==> src/rtl/uart_rx_fifo.sv <==
// Receive-side FWFT byte FIFO behind the UART receiver, with a sticky overflow flag.
// Define UART_RX_FIFO_WATERMARK_EN to build the almost_full comparator (otherwise tied to 0).
module uart_rx_fifo #(
    parameter int D_BITS      = 8,
    parameter int ADDR_W      = 4,
    parameter int ALMOST_FULL = 12
) (
    input  logic              clk,
    input  logic              reset_n,
    input  logic              wr_tick,
    input  logic [D_BITS-1:0] wr_data,
    input  logic              rd_ready,
    input  logic              ovf_clr,
    output logic [D_BITS-1:0] rd_data,
    output logic              rd_valid,
    output logic              empty,
    output logic              full,
    output logic [ADDR_W:0]   count,
    output logic              overflow,
    output logic              almost_full
);

    localparam int DEPTH = 1 << ADDR_W;

    if (ALMOST_FULL < 1 || ALMOST_FULL > DEPTH) begin : g_af_range
        $error("uart_rx_fifo: ALMOST_FULL out of range 1..2^ADDR_W");
    end

    logic [D_BITS-1:0] mem [DEPTH];
    logic [ADDR_W:0]   wr_ptr;
    logic [ADDR_W:0]   rd_ptr;
    logic              pop;
    logic              push;
    logic              drop;

    // Extra pointer MSB separates full (wrapped once) from empty.
    assign empty    = (wr_ptr == rd_ptr);
    assign full     = (wr_ptr[ADDR_W-1:0] == rd_ptr[ADDR_W-1:0]) &&
                      (wr_ptr[ADDR_W] != rd_ptr[ADDR_W]);
    assign count    = wr_ptr - rd_ptr;
    assign rd_valid = !empty;
    assign rd_data  = mem[rd_ptr[ADDR_W-1:0]];

    // A pop frees the slot the same cycle, so a full FIFO can still accept a write.
    assign pop  = rd_valid & rd_ready;
    assign push = wr_tick & (!full | pop);
    assign drop = wr_tick & full & !pop;

    always_ff @(posedge clk or negedge reset_n) begin
        if (!reset_n) begin
            wr_ptr <= '0;
            rd_ptr <= '0;
        end else begin
            if (push) begin
                wr_ptr <= wr_ptr + (ADDR_W+1)'(1);
            end
            if (pop) begin
                rd_ptr <= rd_ptr + (ADDR_W+1)'(1);
            end
        end
    end

    always_ff @(posedge clk or negedge reset_n) begin
        if (!reset_n) begin
            for (int i = 0; i < DEPTH; i++) begin
                mem[i] <= '0;
            end
        end else if (push) begin
            mem[wr_ptr[ADDR_W-1:0]] <= wr_data;
        end
    end

    // Set has priority over clear so a drop is never lost.
    always_ff @(posedge clk or negedge reset_n) begin
        if (!reset_n) begin
            overflow <= 1'b0;
        end else if (drop) begin
            overflow <= 1'b1;
        end else if (ovf_clr) begin
            overflow <= 1'b0;
        end
    end

`ifdef UART_RX_FIFO_WATERMARK_EN
    localparam logic [ADDR_W:0] AF_LEVEL = (ADDR_W+1)'(ALMOST_FULL);
    assign almost_full = (count >= AF_LEVEL);
`else
    assign almost_full = 1'b0;
`endif

endmodule

==> config.mk <==
export PLATFORM = sky130hd
export DESIGN_NAME = uart_rx_fifo
export DESIGN_NICKNAME = d
export VERILOG_FILES = /design/src/rtl/uart_rx_fifo.sv
export SDC_FILE = /design/constraint.sdc
export NUM_CORES = 1
export LEC_CHECK = 0
export ABC_AREA = 1
export CORE_MARGIN = 4
export CORE_UTILIZATION = 55
export DETAILED_ROUTE_END_ITERATION = 16
export GPL_TIMING_DRIVEN = 0
export PLACE_DENSITY = 0.73
export SYNTH_ARGS = -nofsm -noshare
export SYNTH_HDL_FRONTEND = slang
export SYNTH_SLANG_ARGS = --single-unit
==> constraint.sdc <==
create_clock -name clk -period 2.6 [get_ports clk]
set_input_delay 0.26 -clock clk [delete_from_list [all_inputs] [get_ports clk]]
set_output_delay 0.26 -clock clk [all_outputs]
set_load 0.03 [all_outputs]
Word-level counts from Yosys, hierarchy flattened

Index checks and enable logic that the tools add are counted.

Bits of input ports: 13
Logic and storage cells: 49
Register bits: 139

Bitwise logic cells: 7
Equal/unequal tests: 3
Multiplexer cells: 8
Reduce and logical (&&, ||, !) cells: 6
Magnitude comparators: 3
Add/subtract/negate cells: 3

Operators by type and width:

| kind                | number |
|---|---|
| $bwmux 128          | 1 |
| $bmux 8 s4          | 1 |
| $demux 8 s4         | 1 |
| $mux 8              | 3 |
| $add 5x1->5 const B | 2 |
| $ge 5x5->1 const B  | 2 |
| $not 4->5           | 2 |
| $eq 5x5->1          | 1 |
| $lt 5x1->1 const B  | 1 |
| $sub 5x5->5         | 1 |
| $and 1x1->1         | 4 |
| $eq 4x4->1          | 1 |
| $logic_not 1->1     | 3 |
| $logic_and 1x1->1   | 2 |
| $mux 1              | 2 |
| $reduce_bool 2->1   | 1 |
| $ne 1x1->1          | 1 |
| $or 1x1->1          | 1 |

Depth between registers and ports, before layout

Gate-level depths: netlist of the first run.

Depth in word-level cells: 6
Mapped depth: 11
Mapped depth without buffers: 9

Least setup slack after synthesis of the first run

No wires, ideal clock.

Path kind: reg2out
From: register rd_ptr[1]
To: output port count[3]
Data arrival time: 1922 ps
Required time: 2340 ps
Buffers on the path: 2
Setup slack: 418 ps
Stages on the path, launching flop included: 8
Path through: dfrtp_1 -> buf_2 -> clkinv_1 -> clkbuf_1 -> ha_1 -> nand2_2 -> o21ai_0 -> xor2_1

Longest elaborated chain between the ends: 1

Ends and longest elaborated chain:

| item                     | RTL line | RTL |
|---|---|---|
| start: declaration       | 31       | `logic [ADDR_W:0] rd_ptr;` |
| start signal: assignment | 58       | `rd_ptr <= rd_ptr + (ADDR_W+1)'(1);` |
| $sub 5x5->5              | 40       | `assign count = wr_ptr - rd_ptr;` |
| end: declaration         | 18       | `output logic [ADDR_W:0] count,` |

Every way passes these cells.

Worst setup path after layout of the first run

From: register rd_ptr[0]
To: output port rd_data[4]

Longest elaborated chain between the ends: 4

Ends and longest elaborated chain:

| item                                       | RTL line | RTL |
|---|---|---|
| $not 4->5 (not written as such)            | 42       | `assign rd_data = mem[rd_ptr[ADDR_W-1:0]];` |
| $bmux 8 s4                                 | 42       |  |
| $mux 8 (not written as such) (2 in series) | 42       |  |
| end: declaration                           | 14       | `output logic [D_BITS-1:0] rd_data,` |

Every way passes these cells. The select of a mux whose other input is x is not followed.

==> results of run 1 <==
## registers in the layout, indices dropped and copies added (netlist names)
signal,count
mem,128
rd_ptr,5
wr_ptr,5
overflow,1
## metal layers
metal | vias up | global-route usage (%) | wire length (um)
met3 | 68 | 7.131 | 1849
li1 | 3630 | - | -
met4 | 0 | 10.99 | 755
met5 | - | 0 | 0
met2 | 307 | 45.61 | 10560
met1 | 3510 | 41.42 | 10240
## worst register-to-register path, stage by stage (launching register included)
cell	delay [ns]
dfrtp_1	0.42
clkinv_2	0.22
ha_2	0.44
nand2_2	0.09
nor2_4	0.17
nand3_4	0.16
buf_6	0.22
buf_6	0.16
nand4_1	0.11
nand2_1	0.07
## worst max-delay path by stage
stage / end / slack [ns] / cells after the start
floorplan: count[3] / 0.42 / 7
global placement: mem[99] / -4.37 / 1
detailed placement: count[3] / -0.35 / 8
CTS: count[2] / 0.002 / 6
global route: rd_data[3] / -0.05 / 9
finish: rd_data[4] / 0.09 / 10
## layout make-up
type	instances	area share [%]
well taps	184	2.506
flip-flops and latches	139	37.88
inverters	143	5.885
repair buffers	22	2.248
plain buffers	71	4.918
clock inverters	12	1.771
multi-input cells	759	39.82
clock buffers	20	4.972
## what timing repair did
item / 4_1_cts / 5_1_grt
hold endpoints to repair: 55 / 0
endpoints found under the setup margin: 16 / 14
pin swaps: 0 / 1
hold buffers: 1 / 0
gates resized for setup: 53 / 27
## power by group through the flow
stage / Clock, W / Sequential [W] / Combinational [W]
3_5_place_dp: 0 / 0.00359 / 0.00572
4_1_cts: 0.00258 / 0.00358 / 0.00565
6_report: 0.00257 / 0.00360 / 0.00574
3_3_place_gp: 0 / 0.00359 / 0.00563
2_1_floorplan: 0 / 0.00348 / 0.00400
5_1_grt: 0.00268 / 0.00370 / 0.00642
## cells by family (layout without fill, tap and decap cells)
family / after synthesis / after routing / synth area share [%]
and+or+nand+nor: 728 / 728 / 41.83
adders and majority gates: 10 / 10 / 1.643
other: 1 / 1 / 0.04645
AOI/OAI and AO/OA: 10 / 10 / 0.6199
xor gates and xnor gates: 10 / 10 / 1.085
buffers and inverters: 214 / 268 / 11.69
DFF: 139 / 139 / 43.09
## stage by stage
| stage | instance area, um2 | hold slack (ns) | setup TNS (ns) | power (W) | std cells |
|---|---|---|---|---|---|
| finish | 9185 | 0.2555 | 0 | 0.01191 | 1350 |
| global placement | 8503 | 0.4528 | -607.21 | 0.009219 | 1316 |
| detailed placement | 8532 | 0.2561 | -1.764 | 0.009311 | 1317 |
| CTS | 9173 | 0.2348 | 0 | 0.01181 | 1350 |
| floorplan | 8073 | -0.03559 | 0 | 0.007480 | 1112 |
| global route | 9185 | 0.2360 | -0.05926 | 0.01280 | 1350 |
## cell usage in the layout (no fill, tap or decap), types with 2 or more instances in the layout
master           netlist  layout
nand2_1              479     479
inv_1                140     140
dfrtp_1              139     138
nand4_1              128     128
nand3_1               90      90
clkbuf_1              25      20
clkbuf_16              0      17
buf_6                 14      16
nor2_2                14      14
buf_2                 19      12
nand3_4               11      11
buf_1                 10      10
clkbuf_2               0       9
xor2_1                 8       8
ha_1                   9       8
buf_4                  3       7
clkbuf_4               0       6
o21ai_0                7       6
clkdlybuf4s15_2        0       5
clkdlybuf4s50_1        0       4
clkbuf_8               0       3
a21oi_1                3       3
nor2_4                 3       3
bufinv_16              0       3
clkinv_4               0       3
inv_6                  0       3
clkinv_2               0       2
nor2_1                 2       2
xnor2_1                2       2
clkinvlp_4             0       2
==> results.toml, run 1 <==
[finish]
n_antenna_cell = 0
drive_gt1_share_pct = 10.46
final_core_util_pct = 63.44
final_nets = 1176
seq_area_um2 = 3480
multiInputGateArea_um2 = 3657
syn2layout_area_growth_pct = 13.78
n_fill_cell = 1286

[timing]
hold_viol_final = 0
slew_violations = 0
finalClockSkew_ns = 0.007905
grt_setup_unrepaired = "true"
post-route-min-period_ns = 2.511
setup_viol = 0
slew_headroom_pct = 36.43
worst_slack_ns = 0.08862
period_share_pct = 96.59
worstMarginPinSlew_ns = 0.9535
fmax_mhz = 398.2

[synth]
seq_area_frac_synth_pct = 43.09
postSynthNetCount = 1135
synthArstFlopShare_pct = 100.0
synth_edf_count = 0
yosysMostFrequentCell = "nand2_1"
syn_area_per_cell_um2 = 7.260
synth_seq_cells = 139
ys.flop_type = "dfrtp_1"
yosys.area.top_type = "dfrtp_1"
synthCells = 1112
yosys.area.top_type_share_pct = 43.09
syn_area_um2 = 8073
synth_common_cells = "nand2_1 (479), inv_1 (140), dfrtp_1 (139), nand4_1 (128), nand3_1 (90)"
synth_area_leaders = "dfrtp_1 (43%), nand2_1 (22%), nand4_1 (9.9%), inv_1 (6.5%), nand3_1 (5.6%)"
synth_cell_types = 23
ys_warn_count = 0

[clock_network]
cts-root-buf = "clkbuf_16"
h-tree-depth = 4
cts_tree = "yes"
clk_latency_ns = 0.43
clk_path_buf_depth = 2
clk_pin_slew_ns = 0.07
cts_sinks = 139
post_cts_buffers = 0
cts_made_buffers = 17

[floorplan]
die_height_um = 129.2
io_pins = 31
core_um2 = 14480
initial_utilization_pct = 55.76
die_area_um2 = 16680
fp.dieW_um = 129.2
num_rows = 44

[worst_setup_path]
cp_cell_sequence = "inv_1 > clkbuf_4 > buf_6 > nand2_1 > nand2_1 > nand2_1 > nand3_1 > nand3_1 > nand2_1 > clkdlybuf4s15_2"
r2r-start = "rd_ptr[2]"
reg2reg_setup_slack_ns = 0.43
crit_family = "buffers and inverters"
critPathMaxStageDelay_ns = 0.45
crit_buf_inv = 4
worstReg2RegEnd = "mem[1]"
end_kind = "output pin"
worstPathRequired_ns = 2.34
worstSetupPathType = "reg -> out"
start_kind = "register"
r2r_cells = 9
critPathSlowestCell = "dfrtp_2"
worstSetupStartpoint = "rd_ptr[0]"
crit_fanout = 10
path_common_cell = "nand2_1"
critPathArrivalTime_ns = 2.25

[route]
drc_errors = 0
first_pass_iters = 5
ant_nets = 0
first_iter_violations = 790
via_per_inst = 5.567
vias = 7515
routed_wl_um = 23410
wire_per_inst_um = 17.34

[power]
p_int_w = 0.006511
p_seq_share_pct = 30.2
peakVddDrop_uv = 1551
combinationalPowerShare_pct = 48.2
p_leak_nw = 4.902
swShare_pct = 45.35
p_clk_share_pct = 21.6
pwr_density_cell_nw_per_um2 = 1297
p_sw_w = 0.005402

[global_route]
grt.total_usage_pct = 29.79
grt_max_degree = 85
grt_pass1_wl_um = 37920
grt.overflow.total = 0
antenna_found_initial = 0
grt_pass1_vias = 7259

[hold_path]
min_path_cells = 3
min_from = "wr_data[0]"
holdPathEnd = "mem[96]"
hp-class = "in -> reg"

[run_status]
run_status = "finished, final reports clean"

[placed_design]
gp_congestion = 0.9478
io_buffers = 20
dpl.hpwl_um = 16050
place_ws_ns = -0.3483

[flow_run]
cap_violations = 0
No activity file was read; power rests on OpenSTA's default activity.
==> run 2: changes to the inputs <==
- SLEW_MARGIN: unset -> 10
==> results of run 2 <==
Same layout as run 1: the final DEF is identical, and so are final timing and power.
==> run 3: changes to the inputs <==
- SLEW_MARGIN: 10 -> 20
==> results.toml, run 3 (synthesis gave the netlist of run 1 again) <==
[worst_setup_path]
r2r-start = "rd_ptr[2]"
r2r_cells = 9
critPathArrivalTime_ns = 2.31
worstReg2RegEnd = "mem[1]"
start_kind = "register"
worstPathRequired_ns = 2.34
reg2reg_setup_slack_ns = 0.42
crit_fanout = 10
end_kind = "output pin"
worstSetupPathType = "reg -> out"

[floorplan]
die_height_um = 129.2
num_rows = 44
io_pins = 31
fp.dieW_um = 129.2
die_area_um2 = 16680
initial_utilization_pct = 55.76
core_um2 = 14480

[finish]
final_core_util_pct = 63.53
layout_commonest_cell = "nand2_1"
final_area_um2 = 9199
finalNonFillerCells = 1350
largest_reg_flops = 128
reg_top3 = "mem (128), rd_ptr (5), wr_ptr (5)"
syn2layout_area_growth_pct = 13.95
final_cell_mix = "nand2_1 (479), inv_1 (140), dfrtp_1 (138)"
n_antenna_cell = 0
n_fill_cell = 1290
drive_gt1_share_pct = 10.38
regMostFlops = "mem"
final_nets = 1176

[clock_network]
post_cts_buffers = 0
clk_latency_ns = 0.43
clk_pin_slew_ns = 0.07
clk_path_buf_depth = 2
h-tree-depth = 4
cts_tree = "yes"
cts_sinks = 139
cts-root-buf = "clkbuf_16"
cts_made_buffers = 17

[timing]
grt_setup_unrepaired = "true"
period_share_pct = 98.82
finalClockSkew_ns = 0.009428
worstMarginPinSlew_ns = 0.9314
fmax_mhz = 389.2
setup_viol = 0
hold_viol_final = 0
post-route-min-period_ns = 2.569
slew_headroom_pct = 37.91
slew_violations = 0

[placed_design]
dpl.hpwl_um = 16030
gp_congestion = 0.9478
dp_cells = 1317
place_area_um2 = 8536
io_buffers = 20

[power]
p_leak_nw = 4.905
peakVddDrop_uv = 1602
pwr_density_cell_nw_per_um2 = 1296
p_total_w = 0.01192

[global_route]
grt_pass1_wl_um = 37740
grt_pass1_vias = 7227
grt_max_degree = 85
grt.overflow.total = 0
grt.total_usage_pct = 29.57
antenna_found_initial = 0

[route]
routed_wl_um = 23390
drc_errors = 0
first_pass_iters = 7
via_per_inst = 5.531
ant_nets = 0
first_iter_violations = 850
vias = 7467
wire_per_inst_um = 17.32

[flow_run]
cap_violations = 0

[hold_path]
hp-class = "in -> reg"
holdPathEnd = "mem[104]"
min_path_cells = 3
min_from = "wr_data[0]"

[run_status]
run_status = "finished, final reports clean"
run 3: worst max path at each step:
stage               startpoint          to  slack (ns)
floorplan            rd_ptr[1]    count[3]        0.42
global placement       reset_n     mem[99]       -4.37
detailed placement   rd_ptr[1]    count[3]       -0.34
CTS                  rd_ptr[0]  rd_data[2]        0.01
global route         rd_ptr[0]  rd_data[0]       -0.04
finish               rd_ptr[0]  rd_data[0]        0.03
run 3: critical path, stage by stage, from the launching register on:
cell	delay, ns
dfrtp_2	0.45
inv_1	0.09
clkbuf_1	0.41
nand2_1	0.11
nand3_1	0.09
nand2_1	0.09
nand2_1	0.08
nand2_1	0.05
inv_1	0.09
nand2_1	0.07
dlygate4sd2_1	0.35
run 3: report_power, final:
| group | internal, W | leakage (nW) | switching (W) | total [W] |
|---|---|---|---|---|
| clock | 0.00157 | 0.298 | 0.000985 | 0.00256 |
| combinational | 0.00188 | 2.82 | 0.00389 | 0.00577 |
| sequential | 0.00306 | 1.79 | 0.000535 | 0.00360 |
| total | 0.00652 | 4.91 | 0.00541 | 0.0119 |
run 3: per-stage QoR:
stage               TNS (ns)  setup slack (ns)  hold slack [ns]
global route        -0.04360          -0.04360           0.2475
finish                     0           0.03080           0.2392
detailed placement    -1.754           -0.3415           0.2111
CTS                        0           0.01318           0.2326
floorplan                  0            0.4179         -0.03559
global placement     -607.21            -4.375           0.4528
run 3: per-layer routing:
metal / vias up / track usage [%] / part of all wire (%)
met3: 45 / 7.214 / 8.2
met2: 307 / 44.82 / 44
met1: 3488 / 41.23 / 44
met5: - / 0 / 0
li1: 3627 / - / -
met4: 0 / 11.37 / 3.0
run 3: what timing repair did:
item                                   CTS  global route
pin swaps                                0             1
endpoints found under the hold margin   55             0
hold buffers                             1             0
gates resized for setup                 53            26
setup endpoints to repair               15            14
run 3: area by class of cell:
| class | instances | area, um2 | share of cell area [%] |
|---|---|---|---|
| multi-input cells | 759 | 3662 | 39.81 |
| flip-flops and latches | 139 | 3480 | 37.83 |
| inverters | 143 | 540.5 | 5.876 |
| clock buffers | 20 | 456.7 | 4.965 |
| plain buffers | 71 | 450.4 | 4.897 |
| well taps | 184 | 230.2 | 2.503 |
| repair buffers | 22 | 216.5 | 2.353 |
| clock inverters | 12 | 162.7 | 1.768 |
